**src/rtl/color_fsm_pkg.sv**
```systemverilog
// Shared types and path logic for driving the colour-state FSM:
// state/command encodings, the FSM's expected output per state, and the next-hop routing rule.
package color_fsm_pkg;

    typedef enum logic [1:0] {
        BLUE     = 2'd0,
        RED      = 2'd1,
        HSV_IDLE = 2'd2
    } color_state_t;

    localparam logic [1:0] CMD_0          = 2'd0;
    localparam logic [1:0] CMD_1          = 2'd1;
    localparam logic [1:0] CMD_2          = 2'd2;
    localparam logic [1:0] CMD_NOP        = 2'd3;
    localparam logic [1:0] TARGET_INVALID = 2'd3;

    typedef enum logic [1:0] {
        IDLE,
        ISSUE,
        WAIT,
        RECOVER
    } drv_state_t;

    typedef struct packed {
        logic [1:0]   cmd;
        color_state_t nxt;
    } hop_t;

    // Red and HSV both present 2 on the FSM output; only Blue is distinguishable.
    function automatic logic [1:0] expected_out(input color_state_t s);
        logic [1:0] o;
        case (s)
            BLUE:    o = 2'd1;
            default: o = 2'd2;
        endcase
        return o;
    endfunction

    function automatic hop_t next_hop(input color_state_t cur, input color_state_t tgt);
        hop_t h;
        h.cmd = CMD_NOP;
        h.nxt = cur;
        if (tgt != cur) begin
            case (cur)
                BLUE: begin
                    h.cmd = CMD_1;
                    h.nxt = RED;
                end
                RED: begin
                    if (tgt == BLUE) begin
                        h.cmd = CMD_1;
                        h.nxt = BLUE;
                    end else if (tgt == HSV_IDLE) begin
                        h.cmd = CMD_2;
                        h.nxt = HSV_IDLE;
                    end
                end
                HSV_IDLE: begin
                    h.cmd = CMD_0;
                    h.nxt = RED;
                end
                default: begin
                    h.cmd = CMD_NOP;
                    h.nxt = cur;
                end
            endcase
        end
        return h;
    endfunction

endpackage

```
**src/rtl/color_fsm_cmd_driver_if.sv**
```systemverilog
// Request, FSM-link and status signals of the colour-FSM command driver.
interface color_fsm_cmd_driver_if #(
    parameter int CNT_W = 16
);
    logic             req_valid;
    logic [1:0]       req_target;
    logic             req_ready;
    logic [1:0]       cmd;
    logic [1:0]       fsm_out;
    logic             done;
    logic             err;
    logic             err_clr;
    logic [1:0]       cur_state;
    logic [CNT_W-1:0] hop_count;

    modport master (
        input  req_valid, req_target, fsm_out, err_clr,
        output req_ready, cmd, done, err, cur_state, hop_count
    );

    modport slave (
        output req_valid, req_target, fsm_out, err_clr,
        input  req_ready, cmd, done, err, cur_state, hop_count
    );
endinterface

```
**src/rtl/color_fsm_cmd_driver.sv**
```systemverilog
// Steers the colour FSM to a requested state with the shortest command sequence,
// tracking a shadow state and verifying each hop against the FSM's output.
module color_fsm_cmd_driver
    import color_fsm_pkg::*;
#(
    parameter int SETTLE = 1,
    parameter int CNT_W  = 16
) (
    input  logic                   clk,
    input  logic                   rst,
    color_fsm_cmd_driver_if.master bus
);

    localparam int              SW          = $clog2(SETTLE + 1) + 1;
    localparam logic [SW-1:0]   SETTLE_LAST = SW'(SETTLE);

    drv_state_t       state_reg, state_next;
    logic [1:0]       cmd_reg, cmd_next;
    logic             done_reg, done_next;
    logic             err_reg, err_next;
    color_state_t     cur_state_reg, cur_state_next;
    color_state_t     exp_state_reg, exp_state_next;
    logic [1:0]       target_reg, target_next;
    logic [CNT_W-1:0] hop_count_reg, hop_count_next;
    logic [SW-1:0]    settle_reg, settle_next;

    logic             err_set;
    logic             accept;
    color_state_t     hop_from;
    logic [1:0]       hop_to;
    hop_t             hop;

    always_ff @(posedge clk or posedge rst) begin
        if (rst) begin
            state_reg     <= IDLE;
            cmd_reg       <= CMD_NOP;
            done_reg      <= 1'b0;
            err_reg       <= 1'b0;
            cur_state_reg <= RED;
            exp_state_reg <= RED;
            target_reg    <= 2'd1;
            hop_count_reg <= '0;
            settle_reg    <= '0;
        end else begin
            state_reg     <= state_next;
            cmd_reg       <= cmd_next;
            done_reg      <= done_next;
            err_reg       <= err_next;
            cur_state_reg <= cur_state_next;
            exp_state_reg <= exp_state_next;
            target_reg    <= target_next;
            hop_count_reg <= hop_count_next;
            settle_reg    <= settle_next;
        end
    end

    // One shared route lookup: from the confirmed state when issuing from IDLE/ISSUE,
    // from the just-confirmed hop when chaining out of WAIT.
    always_comb begin
        hop_from = (state_reg == WAIT) ? exp_state_reg : cur_state_reg;
        hop_to   = (state_reg == IDLE) ? bus.req_target : target_reg;
        hop      = next_hop(hop_from, color_state_t'(hop_to));
    end

    assign accept = (state_reg == IDLE) && !done_reg && bus.req_valid;

    always_comb begin
        state_next     = state_reg;
        cmd_next       = CMD_NOP;
        done_next      = 1'b0;
        err_set        = 1'b0;
        cur_state_next = cur_state_reg;
        exp_state_next = exp_state_reg;
        target_next    = target_reg;
        hop_count_next = hop_count_reg;
        settle_next    = settle_reg;

        case (state_reg)
            IDLE: begin
                if (accept) begin
                    target_next = bus.req_target;
                    if (bus.req_target == TARGET_INVALID) begin
                        err_set   = 1'b1;
                        done_next = 1'b1;
                    end else if (bus.req_target == cur_state_reg) begin
                        done_next = 1'b1;
                    end else begin
                        state_next = ISSUE;
                        cmd_next   = hop.cmd;
                    end
                end
            end

            ISSUE: begin
                hop_count_next = hop_count_reg + 1'b1;
                exp_state_next = hop.nxt;
                settle_next    = SW'(1);
                state_next     = WAIT;
            end

            WAIT: begin
                if (settle_reg == SETTLE_LAST) begin
                    if (bus.fsm_out == expected_out(exp_state_reg)) begin
                        cur_state_next = exp_state_reg;
                        if (exp_state_reg == target_reg) begin
                            done_next  = 1'b1;
                            state_next = IDLE;
                        end else begin
                            cmd_next   = hop.cmd;
                            state_next = ISSUE;
                        end
                    end else begin
                        err_set     = 1'b1;
                        cmd_next    = CMD_0;
                        settle_next = '0;
                        state_next  = RECOVER;
                    end
                end else begin
                    settle_next = settle_reg + SW'(1);
                end
            end

            RECOVER: begin
                // settle count 0 is the cycle the recovery command is on the wire
                if (settle_reg == '0) begin
                    hop_count_next = hop_count_reg + 1'b1;
                end
                if (settle_reg == SETTLE_LAST) begin
                    cur_state_next = (bus.fsm_out == 2'd1) ? BLUE : RED;
                    done_next      = 1'b1;
                    state_next     = IDLE;
                end else begin
                    settle_next = settle_reg + SW'(1);
                end
            end

            default: begin
                state_next = IDLE;
            end
        endcase

        err_next = err_set | (err_reg & ~bus.err_clr);
    end

    assign bus.req_ready = (state_reg == IDLE) && !done_reg;
    assign bus.cmd       = cmd_reg;
    assign bus.done      = done_reg;
    assign bus.err       = err_reg;
    assign bus.cur_state = cur_state_reg;
    assign bus.hop_count = hop_count_reg;

endmodule

```
**src/flat_wrapper.sv**
```systemverilog
// flat-port wrapper written by rule: the top's interface ports become plain ports
module color_fsm_cmd_driver_flat import color_fsm_pkg::*;
#(
    parameter int SETTLE = 1,
    parameter int CNT_W  = 16
)
  (clk, rst, bus_req_valid, bus_req_target, bus_fsm_out, bus_err_clr, bus_req_ready, bus_cmd, bus_done, bus_err, bus_cur_state, bus_hop_count);
  color_fsm_cmd_driver_if #(.CNT_W(CNT_W)) bus_i ();
  input  logic clk;
  input  logic rst;
  input wire logic [$bits(bus_i.req_valid)-1:0] bus_req_valid;
  input wire logic [$bits(bus_i.req_target)-1:0] bus_req_target;
  input wire logic [$bits(bus_i.fsm_out)-1:0] bus_fsm_out;
  input wire logic [$bits(bus_i.err_clr)-1:0] bus_err_clr;
  output wire logic [$bits(bus_i.req_ready)-1:0] bus_req_ready;
  output wire logic [$bits(bus_i.cmd)-1:0] bus_cmd;
  output wire logic [$bits(bus_i.done)-1:0] bus_done;
  output wire logic [$bits(bus_i.err)-1:0] bus_err;
  output wire logic [$bits(bus_i.cur_state)-1:0] bus_cur_state;
  output wire logic [$bits(bus_i.hop_count)-1:0] bus_hop_count;
  assign bus_i.req_valid = bus_req_valid;
  assign bus_i.req_target = bus_req_target;
  assign bus_i.fsm_out = bus_fsm_out;
  assign bus_i.err_clr = bus_err_clr;
  assign bus_req_ready = bus_i.req_ready;
  assign bus_cmd = bus_i.cmd;
  assign bus_done = bus_i.done;
  assign bus_err = bus_i.err;
  assign bus_cur_state = bus_i.cur_state;
  assign bus_hop_count = bus_i.hop_count;
  color_fsm_cmd_driver #(.SETTLE(SETTLE), .CNT_W(CNT_W)) u_core (.clk(clk), .rst(rst), .bus(bus_i));
endmodule
```
**config.mk**
```make
export PLATFORM = sky130hd
export DESIGN_NAME = color_fsm_cmd_driver_flat
export DESIGN_NICKNAME = d
export VERILOG_FILES = /design/src/rtl/color_fsm_pkg.sv /design/src/rtl/color_fsm_cmd_driver_if.sv /design/src/rtl/color_fsm_cmd_driver.sv /design/src/flat_wrapper.sv
export SDC_FILE = /design/constraint.sdc
export NUM_CORES = 1
export LEC_CHECK = 0
export CORE_AREA = 2 2 61 63
export CTS_CLUSTER_SIZE = 40
export DETAILED_ROUTE_END_ITERATION = 16
export DIE_AREA = 0 0 63 65
export PLACE_DENSITY_LB_ADDON = 0.1
export SETUP_SLACK_MARGIN = 0.4
export SLEW_MARGIN = 15
export SYNTH_ARGS = -nofsm -noshare
export SYNTH_HDL_FRONTEND = slang
export SYNTH_SLANG_ARGS = --single-unit
```
**constraint.sdc**
```tcl
create_clock -name clk -period 2.45 [get_ports clk]
set_input_delay 0.49 -clock clk [delete_from_list [all_inputs] [get_ports clk]]
set_output_delay 0.49 -clock clk [all_outputs]
set_load 0.005 [all_outputs]
```
* Word-level counts from Yosys, hierarchy flattened
Cells that the tools add are included.
** Word-level totals
- Flip-flop bits (word level) :: 30
- Output and inout bits :: 23
- Word-level logic and storage cells :: 100
** Cells by class
- Equality and inequality tests :: 22
- Reduce and logical (&&, ||, !) cells :: 16
- Muxes and demuxes :: 48
- Add/sub/neg operators :: 2
- Bitwise logic cells :: 3
** Operator list (number)
- 2-bit 2-to-1 mux :: 23
- 16-bit one-hot mux with 2 select lines :: 1
- 16-bit by 1-bit adder with 16-bit output (second input constant) :: 1
- 16-bit 2-to-1 mux :: 1
- 1-bit 2-to-1 mux :: 13
- 4-bit one-hot mux with 3 select lines :: 1
- 2-bit equality test (second input constant) :: 5
- 2-bit logical NOT :: 5
- 2-bit != test (second input constant) :: 5
- 2-bit by 1-bit equality test with 1-bit output (second input constant) :: 4
- 4-bit 2-to-1 mux :: 2
- 2-bit one-hot mux with 2 select lines :: 2
- 2-bit one-hot mux with 4 select lines :: 1
- 2-bit equality test :: 3
- 2-bit by 1-bit != test with 1-bit output (second input constant) :: 3
- 2-bit one-hot mux with 3 select lines :: 1
- 5-bit AND reduction :: 1
- 2-bit AND reduction :: 2
- 4-bit AND reduction :: 1
- 2-bit nonzero test :: 2
- 3-bit 2-to-1 mux :: 1
- 3-bit != test (second input constant) :: 1
- 1-bit one-hot mux with 3 select lines :: 1
- 3-bit AND reduction :: 1
- other kinds (9) :: 10

* Longest topological paths before layout
- Depth after elaboration :: 11
- Gate-level depth with buffers :: 7

* Worst setup path before layout
No wires, ideal clock.
- Path type :: flip-flop to flip-flop
- Start point :: reg u_core.settle_reg[0]
- End point :: reg u_core.hop_count_reg[15] (netlist: u_core.bus.hop_count[15])
- Arrival time :: 2.016 ns
- Buffers on the path :: 1
- Setup slack :: 0.311 ns
- Data required time :: 2.327 ns
- Cell stages (with the launch flop) :: 8
- Library setup time :: 0.123 ns
- Clock period less this slack :: 2.139 ns
- Path through :: dfrtp_1 inv_1 ha_1 nor2b_4 or4b_1 buf_2 or4_4 xnor2_2
** On the way
- Cells in the longest elaborated chain, start to end :: 3
** Ends and longest elaborated chain
- start: declaration :: line color_fsm_cmd_driver.sv:25 : logic [SW-1:0] settle_reg, settle_next;
- start signal: assignment :: line color_fsm_cmd_driver.sv:53 : settle_reg <= settle_next;
- 2-bit logical NOT :: line color_fsm_cmd_driver.sv:125 : if (settle_reg == '0) begin
- 2-bit by 1-bit != test with 1-bit output (no source line)
- 2-bit AND reduction (no source line)
- end signal: assignment :: line color_fsm_cmd_driver.sv:52 : hop_count_reg <= hop_count_next;
- end: declaration :: line color_fsm_cmd_driver.sv:24 : logic [CNT_W-1:0] hop_count_reg, hop_count_next;
Every way passes these cells.
A chain may end at the register's enable or synchronous reset.

* Worst setup path in the final report
Same ends and word-level chain as after synthesis.

==> impl_metrics.toml <==
[run_status]
status = "finished clean"

[cells_and_area]
n_antenna_cell = 0
largest_reg_flops = 16
fin_nets = 221
drive_gt1_share_pct = 20.0
syn_to_final_growth_pct = 28.5

[timing]
setup-tns-final_ns = 0
min_period_ns = 1.99
tightest_slew_ns = 0.691
slew_headroom_pct = 53.5
setup_viol = 0
fmax_ghz = 0.503
maxSlewViolCount = 0
hold_violations = 0
fin_crit_sh_pct = 81.1
rsz0062_at_grt = "true"
holdWs_ns = 0.492
clock_skew_ns = 0.0106
setup_slack_ns = 0.463

[drt]
drc = 0
drt-initial-drc-count = 87
via_per_inst = 5.69
antenna_left = 0
firstDrtPassIters = 4
vias = 1468
wirelength_microns = 3790
wl_per_cell_microns = 14.7

[die]
initial_core_util_pct = 48.9
die_area_sq_mm = 0.00410
num_rows = 22
die_y_microns = 65
ios = 31
dieWidth_microns = 63
design.core.area_sq_mm = 0.00350

[min_path]
min_path_cells = 1
whs_endpoint = "u_core.bus.hop_count[15]$_DFFE_PP0P_"
hp-start = "u_core.bus.hop_count[15]$_DFFE_PP0P_"
hold_class = "reg2reg"

[yosys]
synth-compound-area-share_pct = 14.0
yosysMostFrequentCell = "dfrtp_1"
ys_seq_area_share_pct = 44.3
ys_seq_elements = 30
synth_mux_area_share_pct = 5.12
synth-warning-count = 0
netlist_top_cells_count = "dfrtp_1, nand2_1, nor2_1"
syn-num-nets = 182
synth_cell_type_count = 51
synth_top_area_share_pct = 36.6
yosysTopAreaCell = "dfrtp_1"
synth_area_leaders = "dfrtp_1, dfstp_2, xnor2_1"
synthCells = 170
postSynthAreaPerCell_sq_um = 10.1
dominantRegCellSynth = "dfrtp_1"
synth-adder-area-share_pct = 3.51
synthArstFlopShare_pct = 100
synth-edff-count = 0
netlist_area_sq_mm = 0.00171
synth_top_family_by_area = "simple AND/OR/NAND/NOR gates"
synthXorXnorAreaFrac_pct = 8.63
yosys.area_share.simple_pct = 21.1

[clock_network]
numCtsBuffers = 5
clock_latency_ns = 0.33
cts_sinks = 30
htree_levels = 2
clock_path_buffers = 2
holdBufCountCts = 0
cts_tree = "built"
clock-root-buffer = "clkbuf_4"
path_clk_slew_ns = 0.10

[placed_design]
place.gp.congestion = 0.889
io_buffers = 30
hpwl_microns = 2730
pre_cts_ws_ns = 0.125

[setup_path]
cp.arrival_ns = 2.21
rrSetupSlack_ns = 0.46
slowest_delay_ns = 0.56
path_class = "reg2reg"
start_kind = "register"
end_kind = "register"
r2r-start = "u_core.settle_reg[0]$_DFFE_PP0P_"
crit_chain = "inv_2, ha_4, nor2b_4, or4b_4, or4_4, xnor2_2"
r2r-end = "u_core.bus.hop_count[15]$_DFFE_PP0P_"
slowest_stage = "or4_4"
r2r_cells = 6
crit_fanout = 5
crit_required_ns = 2.67
cpLargestDelayFamily = "simple AND/OR/NAND/NOR gates"
cp.buffers_inverters = 1

[power_and_ir_drop]
switchingPower_w = 0.000906
power_density_mw_per_mm2 = 1050
ir_drop_mv = 0.629
p_int_w = 0.00140
combPwrFrac_pct = 49.3
pwr-share-clk_pct = 13.6
leakagePower_nw = 0.965
p_seq_share_pct = 37.1
switching_share_pct = 39.3

[grt]
grt_overflow = 0
grt_max_degree = 31
grt.total_usage_pct = 21.3
grt_pass1_wl_microns = 6810
grt_pass1_vias = 1479
antenna_found_initial = 0

[flow_run]
cap_viol_max_count = 0
[per-layer routing]
layer | global-route usage (%) | part of all wire [%] | vias up
met3 | 5.03 | 4.6 | 6
met1 | 25.2 | 44 | 720
met2 | 36.4 | 50 | 46
met4 | 10.0 | 1.5 | 0
met5 | 0 | 0 | -
li1 | - | - | 696
[stage by stage]
step / total power [W] / cell area, sq um / cells / utilization, %
2_1_floorplan: 0.00155 / 1720 / 170 / -
3_3_place_gp: 0.00194 / 2120 / 249 / 60.5
3_5_place_dp: 0.00197 / 2120 / 249 / 60.5
4_1_cts: 0.00230 / 2190 / 258 / 62.6
5_1_grt: 0.00251 / 2200 / 258 / 62.8
6_report: 0.00231 / 2200 / 258 / 62.8
[how the worst max path moves through the flow]
stage                                           from                              endpoint  slack [ns]  depth (start not counted)
floorplan           u_core.settle_reg[0]$_DFFE_PP0P_  u_core.bus.hop_count[15]$_DFFE_PP0P_        0.41                          7
global placement                   bus_req_target[1]           u_core.bus.cmd[0]$_DFF_PP1_        0.17                          5
detailed placement                    bus_fsm_out[0]       u_core.state_reg[0]$_DFFE_PP0P_        0.12                          5
CTS                 u_core.settle_reg[0]$_DFFE_PP0P_  u_core.bus.hop_count[15]$_DFFE_PP0P_        0.41                          6
global route                          bus_fsm_out[0]      u_core.settle_reg[1]$_DFFE_PP0P_        0.40                          5
finish              u_core.settle_reg[0]$_DFFE_PP0P_  u_core.bus.hop_count[15]$_DFFE_PP0P_        0.46                          6
[timing repair]
item                                    CTS  global route
buffers inserted                          1             0
endpoints found under the setup margin    2             3
gates resized for setup                   3             3
[cell usage in the layout (no fill, tap or decap), drive strengths merged, types with 6 or more instances in the layout]
master | netlist | layout
buf | 1 | 9
nor2 | 10 | 10
xor2 | 7 | 7
nand3 | 6 | 6
dfrtp | 25 | 25
inv | 8 | 8
clkbuf | 6 | 7
mux2 | 6 | 6
xnor2 | 9 | 9
clkdlybuf4s50 | 0 | 29
nand2 | 15 | 15
[power by group through the flow]
stage	clock network [W]	registers (W)	logic, W
global placement	0	0.000850	0.00109
finish	0.000313	0.000856	0.00114
floorplan	0	0.000796	0.000752
CTS	0.000324	0.000848	0.00113
global route	0.000354	0.000880	0.00127
detailed placement	0	0.000858	0.00111
[logic make-up after synthesis]
| logic type | after synthesis |
|---|---|
| adder cells (fa/ha/maj) | 5 |
| AO/OA/AOI/OAI | 32 |
| flip-flops | 30 |
| multiplexers | 8 |
| buffers and inverters | 15 |
| XOR/XNOR | 16 |
| AND/OR/NAND/NOR | 64 |
[layout make-up]
type | instances | area, sq um
multi-input combinational | 125 | 922
fill | 310 | 1300
clock inverter | 1 | 5.00
inverter | 8 | 30.0
timing repair buffer | 39 | 367
sequential | 30 | 758
clock buffer | 7 | 55.1
tap | 48 | 60.1
Power figures use the tool's default switching activity.
